### config.mk
export PLATFORM = sky130hd
export DESIGN_NAME = flag_cond_unit
export DESIGN_NICKNAME = d
export VERILOG_FILES = /design/src/rtl/flag_pkg.sv /design/src/rtl/cond_eval.sv /design/src/rtl/flag_cond_unit.sv
export SDC_FILE = /design/constraint.sdc
export NUM_CORES = 1
export LEC_CHECK = 0
export BUFFER_PORTS_ARGS = -buffer_cell sky130_fd_sc_hd__buf_2
export CAP_MARGIN = 20
export CORE_AREA = 3 3 40 42
export CTS_CLUSTER_DIAMETER = 150
export DETAILED_ROUTE_END_ITERATION = 12
export DIE_AREA = 0 0 43 45
export PLACE_DENSITY_LB_ADDON = 0.25
export SYNTH_ARGS = -nofsm -noshare
export SYNTH_HDL_FRONTEND = slang
export SYNTH_HIERARCHICAL = 1
export SYNTH_SLANG_ARGS = --single-unit
### constraint.sdc
create_clock -name clk -period 2.9 [get_ports clk]
set_input_delay 0.145 -clock clk [delete_from_list [all_inputs] [get_ports clk]]
set_output_delay 0.145 -clock clk [all_outputs]
set_load 0.05 [all_outputs]
### src/rtl/flag_pkg.sv
// Shared types for the flag/condition unit: branch kinds, ARM condition codes
// and the packed N/Z/V/C flag word.
package flag_pkg;

    typedef enum logic [1:0] {
        BR_NONE = 2'b00,
        BR_B    = 2'b01,
        BR_COND = 2'b10,
        BR_CBZ  = 2'b11
    } br_type_e;

    typedef enum logic [3:0] {
        COND_EQ = 4'h0,
        COND_NE = 4'h1,
        COND_HS = 4'h2,
        COND_LO = 4'h3,
        COND_MI = 4'h4,
        COND_PL = 4'h5,
        COND_VS = 4'h6,
        COND_VC = 4'h7,
        COND_HI = 4'h8,
        COND_LS = 4'h9,
        COND_GE = 4'hA,
        COND_LT = 4'hB,
        COND_GT = 4'hC,
        COND_LE = 4'hD,
        COND_AL = 4'hE,
        COND_NV = 4'hF
    } cond_e;

    typedef struct packed {
        logic n;
        logic z;
        logic v;
        logic c;
    } flags_t;

    function automatic flags_t pack_flags(input logic n, input logic z,
                                          input logic v, input logic c);
        flags_t f;
        f.n = n;
        f.z = z;
        f.v = v;
        f.c = c;
        return f;
    endfunction

endpackage

### src/rtl/cond_eval.sv
// Combinational ARM condition-code evaluator; also used by decode-stage
// early branch resolution.
module cond_eval
    import flag_pkg::*;
(
    input  flags_t flags,
    input  cond_e  cond,
    output logic   taken
);

    logic ge;
    logic hi;

    assign ge = (flags.n == flags.v);
    assign hi = flags.c & ~flags.z;

    always_comb begin
        taken = 1'b1;
        unique case (cond)
            COND_EQ: taken = flags.z;
            COND_NE: taken = ~flags.z;
            COND_HS: taken = flags.c;
            COND_LO: taken = ~flags.c;
            COND_MI: taken = flags.n;
            COND_PL: taken = ~flags.n;
            COND_VS: taken = flags.v;
            COND_VC: taken = ~flags.v;
            COND_HI: taken = hi;
            COND_LS: taken = ~hi;
            COND_GE: taken = ge;
            COND_LT: taken = ~ge;
            COND_GT: taken = ~flags.z & ge;
            COND_LE: taken = ~(~flags.z & ge);
            COND_AL: taken = 1'b1;
            COND_NV: taken = 1'b1;
            default: taken = 1'b1;
        endcase
    end

endmodule

### src/rtl/flag_cond_unit.sv
// Stores N/Z/V/C on retiring flag-setting EX instructions and produces a
// registered branch verdict for B, B.cond and CBZ.
module flag_cond_unit
    import flag_pkg::*;
#(
    parameter int unsigned COND_W = 4,
    parameter bit          FWD_EN = 1'b1
) (
    input  logic              clk,
    input  logic              reset,
    input  logic              stall,
    input  logic              flush,
    input  logic              ex_valid,
    input  logic              ex_set_flags,
    input  logic              ex_n,
    input  logic              ex_z,
    input  logic              ex_v,
    input  logic              ex_c,
    input  logic              br_valid,
    input  logic [1:0]        br_type,
    input  logic [COND_W-1:0] br_cond,
    input  logic              cbz_zero,
    output logic [3:0]        flags_q,
    output logic              br_done,
    output logic              br_taken
);

    flags_t   flags_r;
    flags_t   ex_flags;
    flags_t   eff_flags;
    br_type_e br_kind;
    cond_e    cond;
    logic     ex_update;
    logic     cond_taken;
    logic     br_req;
    logic     verdict;

    assign ex_flags  = pack_flags(ex_n, ex_z, ex_v, ex_c);
    assign ex_update = ex_valid & ex_set_flags & ~flush;
    assign br_kind   = br_type_e'(br_type);
    assign cond      = cond_e'(br_cond[3:0]);
    assign br_req    = br_valid & (br_kind != BR_NONE) & ~flush;

    // Forwarding lets a SUBS and the dependent B.cond resolve in the same cycle.
    assign eff_flags = (FWD_EN && ex_update) ? ex_flags : flags_r;

    cond_eval u_cond_eval (
        .flags (eff_flags),
        .cond  (cond),
        .taken (cond_taken)
    );

    always_comb begin
        verdict = 1'b0;
        unique case (br_kind)
            BR_B:    verdict = 1'b1;
            BR_COND: verdict = cond_taken;
            BR_CBZ:  verdict = cbz_zero;
            BR_NONE: verdict = 1'b0;
            default: verdict = 1'b0;
        endcase
    end

    always_ff @(posedge clk) begin
        if (reset) begin
            flags_r  <= '0;
            br_done  <= 1'b0;
            br_taken <= 1'b0;
        end else if (!stall) begin
            if (ex_update) begin
                flags_r <= ex_flags;
            end
            if (br_req) begin
                br_done  <= 1'b1;
                br_taken <= verdict;
            end else begin
                br_done  <= 1'b0;
            end
        end
    end

    assign flags_q = flags_r;

endmodule
## Word-level counts from Yosys, hierarchy flattened

Index checks and enable logic that the tools add are counted.

- Logic and storage cells: 49
- Bits in read-only memories: 0
- Register bits after elaboration: 6
- Output and inout port bits: 6
- Bits in latches: 0
- Memories: 0
- RAM bits: 0
- Input port bits: 18

- Multipliers: 0
- Shifts and indexed selects: 0
- Divide/modulo/power cells: 0
- Reduce and logical (&&, ||, !) cells: 5
- Equal/unequal tests: 19
- Mux-type cells: 4
- Bitwise operators: 15
- $lt $le $gt $ge: 0
- $add $sub $neg: 0

Operator list:

| cell | number |
|---|---|
| $eq A4 B4 Y1 const B | 8 |
| $eq A4 B3 Y1 const B | 4 |
| $pmux W1 S15 | 1 |
| $not A1 Y1 | 9 |
| $eq A4 B2 Y1 const B | 2 |
| $and A1 B1 Y1 | 6 |
| $eq A2 B2 Y1 const B | 2 |
| $eq A4 B1 Y1 const B | 1 |
| $logic_not A4 Y1 | 1 |
| $mux W4 | 1 |
| $pmux W1 S4 | 1 |
| $eq A2 B1 Y1 const B | 1 |
| $logic_not A2 Y1 | 1 |
| $reduce_and A2 Y1 | 1 |
| $reduce_bool A2 Y1 | 1 |
| $reduce_or A2 Y1 | 1 |
| $eq A1 B1 Y1 | 1 |
| $mux W1 | 1 |

## Depth between registers and ports, before layout

Gate-level depths: netlist of the first run.

- Depth in word-level cells: 8
- Mapped depth: 10

## By module

Netlist of the first run, hierarchy kept.

Modules (own cells, without submodules):

| module | times used | cells each | area each (um^2) |
|---|---|---|---|
| flag_cond_unit | 1 | 32 | 316.6 |
| cond_eval | 1 | 30 | 185.2 |

## Worst setup path after synthesis of the first run

Ideal clock, no wire load.

- Path kind: register to register
- Start: register flags_r (netlist bit flags_q[3])
- End: register br_taken
- Data required time: 2.830 ns
- Cell stages (with the launch flop): 10
- Path slack: 0.497 ns
- Clock period less this slack: 2.403 ns
- Buffers on the path: 0
- Data arrival time: 2.333 ns
- Cell sequence: dfxtp_1 mux2_2 xor2_1 or3_2 a21oi_1 a31oi_1 o2111ai_1 a21oi_1 or4b_1 a21oi_1

RTL lines:

| element | line | source |
|---|---|---|
| start: declaration | flag_cond_unit.sv:28 | `flags_t flags_r;` |
| start signal: assignment | flag_cond_unit.sv:71 | `flags_r <= ex_flags;` |
| end signal: assignment | flag_cond_unit.sv:75 | `br_taken <= verdict;` |
| end: declaration | flag_cond_unit.sv:25 | `output logic br_taken` |

==> out/results.tsv, run 1 <==
metric	value	unit
cts_tree	done	
drive_gt1_frac	0.407	
io_buffers	23	
synth_compound_area_frac	0.200	
post_cts_buffers	0	
synth_area	502	um^2
setup_slack	0.562	ns
antenna_found_initial	0	
design.core.area	0.00128	mm^2
leakagePower	0.000306	uW
powerDensity	343	mW/mm^2
path_clk_slew	0.04	ns
cts_resized	0	
yosysUniqueCellTypes	26	
met1_usage	0.172	
max_stage_delay	0.52	ns
max-slew-margin-rel	0.812	
grt.busiest_layer	met2	
crit_required	3.07	ns
path_class	in -> reg	
yosys.area_share.adder	0	
fin_crit_sh	0.806	
antenna_left	0	
muxShareOfSynthArea	0.170	
diodes	0	
worst_ep_arrival_time	2.51	ns
clk_path_buf_depth	2	
end_kind	flip-flop	
yosys.area_share.simple	0.322	
synth_fp_nets	80	
layout_min_cycle_time	2.34	ns
grt-ovfl-total	0	
grt_setup_unrepaired	no	
grt_pass1_vias	499	
layout_commonest_cell	buf_2	
rows	13	
cp_max_fo	5	
wl_per_cell	11.6	um
drc	0	
drt_iter0_drc	3	
synth_seq_cells	6	
clk_latency	0.24	ns
setup_violations	0	
slew_viol_final	0	
dp_slack	0.308	ns
synth_cells	62	
vias_per_cell	5.01	
cp_slowest_cell	or4b_1	
grt_start_max_net_pins	10	
syn_to_final_growth	29.2	%
met3_usage	0.0120	
numCtsBuffers	3	
gp_congestion	0.808	
ctsHoldBuffers	0	
ios	24	
outcome	completed	
cts_sinks	6	
critPathLaunchType	input port	
worstMarginPinSlew	0.279	ns
fp.dieH	45	um
hold_path.class	in -> reg	
root_buffer	clkbuf_4	
max_freq	428	MHz
grt_use_met2	0.225	
die_area	0.00194	mm^2
final_cell_mix	23 x buf_2, 8 x nor2_1, 6 x dfxtp_1	
grt_pass1_wl	2010	um
crit_top_cell	a21oi_1	
routed_wl	1170	um
seq_area_frac_synth	0.239	
nNetsFinal	106	
grt_use_total	0.137	
final-hold-violation-count	0	
crit_chain	buf_2, nand3b_1, mux2_2, xor2_1, or3_2, a21oi_1, a31oi_1, o2111ai_1, a21oi_1, or4b_1, a21oi_1	
cts_max_level	1	
synth_top_family_by_area	simple AND/OR/NAND/NOR gates	
yosys_warnings	6	
die_w	43	um
via_count	506	
synth_area_per_cell	8.09	um^2
maxCapViolCount	0	
finClkSkew	0.000750	ns
fin_setup_tns	0	ns
drt-pass1-iter-count	4	
ir_drop	0.192	mV
synthXorXnorAreaFrac	0.0349	
initial_core_util	0.390	
layer usage:
metal / wire length (um) / share of wire
met2: 579 / 0.49
met4: 0 / 0
met3: 38 / 0.032
met1: 554 / 0.47
met5: 0 / 0
final timing paths:
kind	from	end	slack, ns	cells after the start
setup / recovery	flush	br_taken	0.56	11
hold / removal	reset	br_taken	0.14	2
setup reg to reg	flags_q[3]	br_taken	0.59	9
hold reg to reg	br_taken	br_taken	0.46	2
stage by stage:
step / utilization / cell area, um^2 / total power (uW) / hold WS, ns / cells
6_report: 0.504 / 648 / 222 / 0.142 / 101
3_5_place_dp: 0.487 / 626 / 150 / 0.395 / 98
2_1_floorplan: - / 502 / 126 / 0.214 / 62
5_1_grt: 0.504 / 648 / 236 / 0.163 / 101
4_1_cts: 0.504 / 648 / 227 / 0.137 / 101
3_3_place_gp: 0.487 / 626 / 149 / 0.393 / 98
critical path: cells and delay by family:
kind            cells  cell delay (ns)
compound gates      5             0.53
xor+xnor            1             0.18
buf+inv             1             0.12
mux                 1             0.37
simple gates        3             1.18
flip-flops by register name, indices dropped and copies added (netlist names):
| register | count |
|---|---|
| flags_q | 4 |
| br_done | 1 |
| br_taken | 1 |
cell type report:
type | instances | area (um^2)
inverters | 2 | 7.51
flip-flops and latches | 6 | 120
multi-input cells | 52 | 364
clock buffers | 3 | 22.5
repair buffers | 23 | 115
well taps | 15 | 18.8
fillers | 134 | 637
power breakdown:
group	switching (uW)	total, uW	internal [uW]	leakage, uW
clock network	27.3	74.0	46.6	0.0000138
registers	1.20	86.2	85.0	0.0000486
logic	34.2	61.9	27.7	0.000244
total	62.7	222	159	0.000306
Yosys cell counts, drive strengths merged:
library cell / instances / share of area
o2111ai: 1 / 0.017
or4b: 2 / 0.040
o22a: 1 / 0.020
a211oi: 1 / 0.015
nand3b: 1 / 0.015
a21oi: 5 / 0.050
mux2: 4 / 0.090
a21o: 1 / 0.015
xor2: 2 / 0.035
nand2: 5 / 0.037
o41ai: 1 / 0.017
mux2i: 4 / 0.080
o21ai: 4 / 0.040
a31oi: 2 / 0.025
nand2b: 2 / 0.025
nor3b: 1 / 0.025
clkbuf: 2 / 0.020
and2b: 1 / 0.017
and4bb: 1 / 0.025
or3: 1 / 0.015
nor2: 8 / 0.060
nor3: 1 / 0.010
and3b: 2 / 0.035
inv: 2 / 0.015
dfxtp: 6 / 0.24
or3b: 1 / 0.017
logic make-up (layout without fill, tap and decap cells):
family | after synthesis | after routing
XOR/XNOR | 2 | 2
multiplexers | 8 | 8
AND/OR/NAND/NOR | 26 | 26
flip-flops | 6 | 6
AO/OA/AOI/OAI | 16 | 16
buffers and inverters | 4 | 28
Power figures use the tool's default switching activity.
==> inputs of run 2 (changes only) <==
==> constraint.sdc (replaced) <==
create_clock -name clk -period 1.9 [get_ports clk]
set_input_delay 0.095 -clock clk [delete_from_list [all_inputs] [get_ports clk]]
set_output_delay 0.095 -clock clk [all_outputs]
set_load 0.05 [all_outputs]
==> run 2 against run 1 <==
The run now ends with setup timing left. Routed wire length grew 0.68%. First-iteration DRC count down 67%. Setup slack lost 0.87 ns. Sequential power rose by 50%. Clock skew increased by 0.0050 ns. Highest routed layer unchanged. Combinational power grew 83%. Critical path depth fell by 2. Total power increased by 66%. Register-to-register slack got worse by 0.90 ns. Hold slack lost 0.052 ns. Clock power grew 70%. Largest power group unchanged. Via count grew 9.7%.
==> out/results.tsv, run 2 (synthesis results as in run 1) <==
metric	value	unit
crit_required	2.07	ns
wl_per_cell	10.6	um
maxCapViolCount	0	
place_hpwl	1020	um
fp.dieH	45	um
clk_latency	0.24	ns
cts_tree	done	
critPathLaunchType	flip-flop	
nNetsFinal	115	
grt_start_max_net_pins	10	
path_class	reg -> reg	
grt_use_met2	0.225	
critPathTopFamily	simple AND/OR/NAND/NOR gates	
violations	setup timing	
multi_input_area	393	um^2
setup_slack	-0.307	ns
ios	24	
grt-ovfl-total	0	
cts_max_level	1	
met3_usage	0.0239	
grt_setup_unrepaired	yes	
fill_cells	122	
grt_use_total	0.136	
clk_path_buf_depth	2	
swShare	0.285	
worstReg2RegStart	flags_q[1]	
gp_congestion	0.737	
grt_pass1_vias	530	
die_area	0.00194	mm^2
drc	0	
startpoint	flags_q[1]	
seqCellArea	130	um^2
r2r-end	br_taken	
ir_drop	0.381	mV
rows	13	
end_kind	flip-flop	
syn_to_final_growth	52.4	%
design.core.area	0.00128	mm^2
cp_slowest_cell	or4b_1	
vias_per_cell	5.00	
leakagePower	0.000369	uW
finClkSkew	0.00573	ns
worst_ep_arrival_time	2.38	ns
endpoint	br_taken	
cp_max_fo	2	
routed_wl	1180	um
ctsHoldBuffers	0	
crit_chain	mux2_4, xor2_2, or4b_1, nand2_1, nand2_1, o2111ai_2, a21oi_1, or4b_1, a21oi_1	
dp_slack	-0.555	ns
die_w	43	um
antenna_found_initial	0	
post_cts_buffers	0	
r2r_cells	9	
cp.depth	9	
hold_path.class	in -> reg	
max_stage_delay	0.48	ns
hold_slack	0.0902	ns
initial_core_util	0.390	
fin_setup_tns	-0.307	ns
stdcell_count	111	
outcome	finished with violations	
largest_reg_flops	4	
cts_sinks	6	
met1_usage	0.190	
via_count	555	
max_freq	453	MHz
dp.cells	107	
slew_viol_final	0	
layout_commonest_cell	buf_2	
fin_crit_sh	1.16	
drt-pass1-iter-count	4	
powerDensity	481	mW/mm^2
io_buffers	23	
crit_buf_inv	0	
rrSetupSlack	-0.31	ns
grt.busiest_layer	met2	
drt_iter0_drc	1	
drive_gt1_frac	0.531	
layout_min_cycle_time	2.21	ns
p_clk_frac	0.342	
final_cell_mix	22 x buf_2, 9 x buf_4, 8 x nor2_1	
grt_pass1_wl	2070	um
p_int	263	uW
setup_violations	1	
max-slew-margin-rel	0.827	
root_buffer	clkbuf_4	
p_comb_frac	0.308	
numCtsBuffers	3	
final-hold-violation-count	0	
diodes	0	
switchingPower	105	uW
worstMarginPinSlew	0.256	ns
antenna_left	0	
path_clk_slew	0.05	ns
seqPwrFrac	0.350	
-- run 2: cell types whose count changed in the layout (fill, tap and decap cells not counted), sizes merged --
cell,before,now
buf,23,32
clkbuf,3,4
-- run 2: how the worst min path moves through the flow --
stage	startpoint	end	slack (ns)	cells past startpoint
2_1_floorplan	reset	flags_q[1]	0.16	1
3_3_place_gp	reset	flags_q[3]	0.34	2
3_5_place_dp	reset	flags_q[3]	0.34	2
4_1_cts	reset	flags_q[3]	0.08	2
5_1_grt	reset	flags_q[2]	0.1	2
6_report	reset	flags_q[3]	0.09	2
-- run 2: through the flow --
stage	area [um^2]	util	power [uW]
2_1_floorplan	527	-	194
3_3_place_gp	718	0.559	238
3_5_place_dp	718	0.559	240
4_1_cts	751	0.584	374
5_1_grt	764	0.595	400
6_report	764	0.595	368
-- run 2: final cells by class --
| class | count | share of cell area |
|---|---|---|
| multi-input cells | 52 | 0.514 |
| inverters | 2 | 0.00982 |
| flip-flops and latches | 6 | 0.170 |
| clock buffers | 4 | 0.0344 |
| well taps | 15 | 0.0245 |
| repair buffers | 32 | 0.247 |
-- run 2: repair_timing --
action                     4_1_cts  5_1_grt
pin swaps                        2        1
resized for setup                1        2
setup endpoints to repair        1        1
-- run 2: routing by layer --
metal,part of all wire,vias up
met1,0.48,241
met2,0.46,14
met4,0,0
li1,-,300
met5,0,-
met3,0.056,0
-- run 2: power groups by stage --
stage | Sequential (uW) | Combinational (uW) | Clock [uW]
6_report | 129 | 113 | 126
5_1_grt | 129 | 126 | 145
4_1_cts | 129 | 112 | 134
3_5_place_dp | 131 | 109 | 0
3_3_place_gp | 131 | 107 | 0
2_1_floorplan | 143 | 50.7 | 0
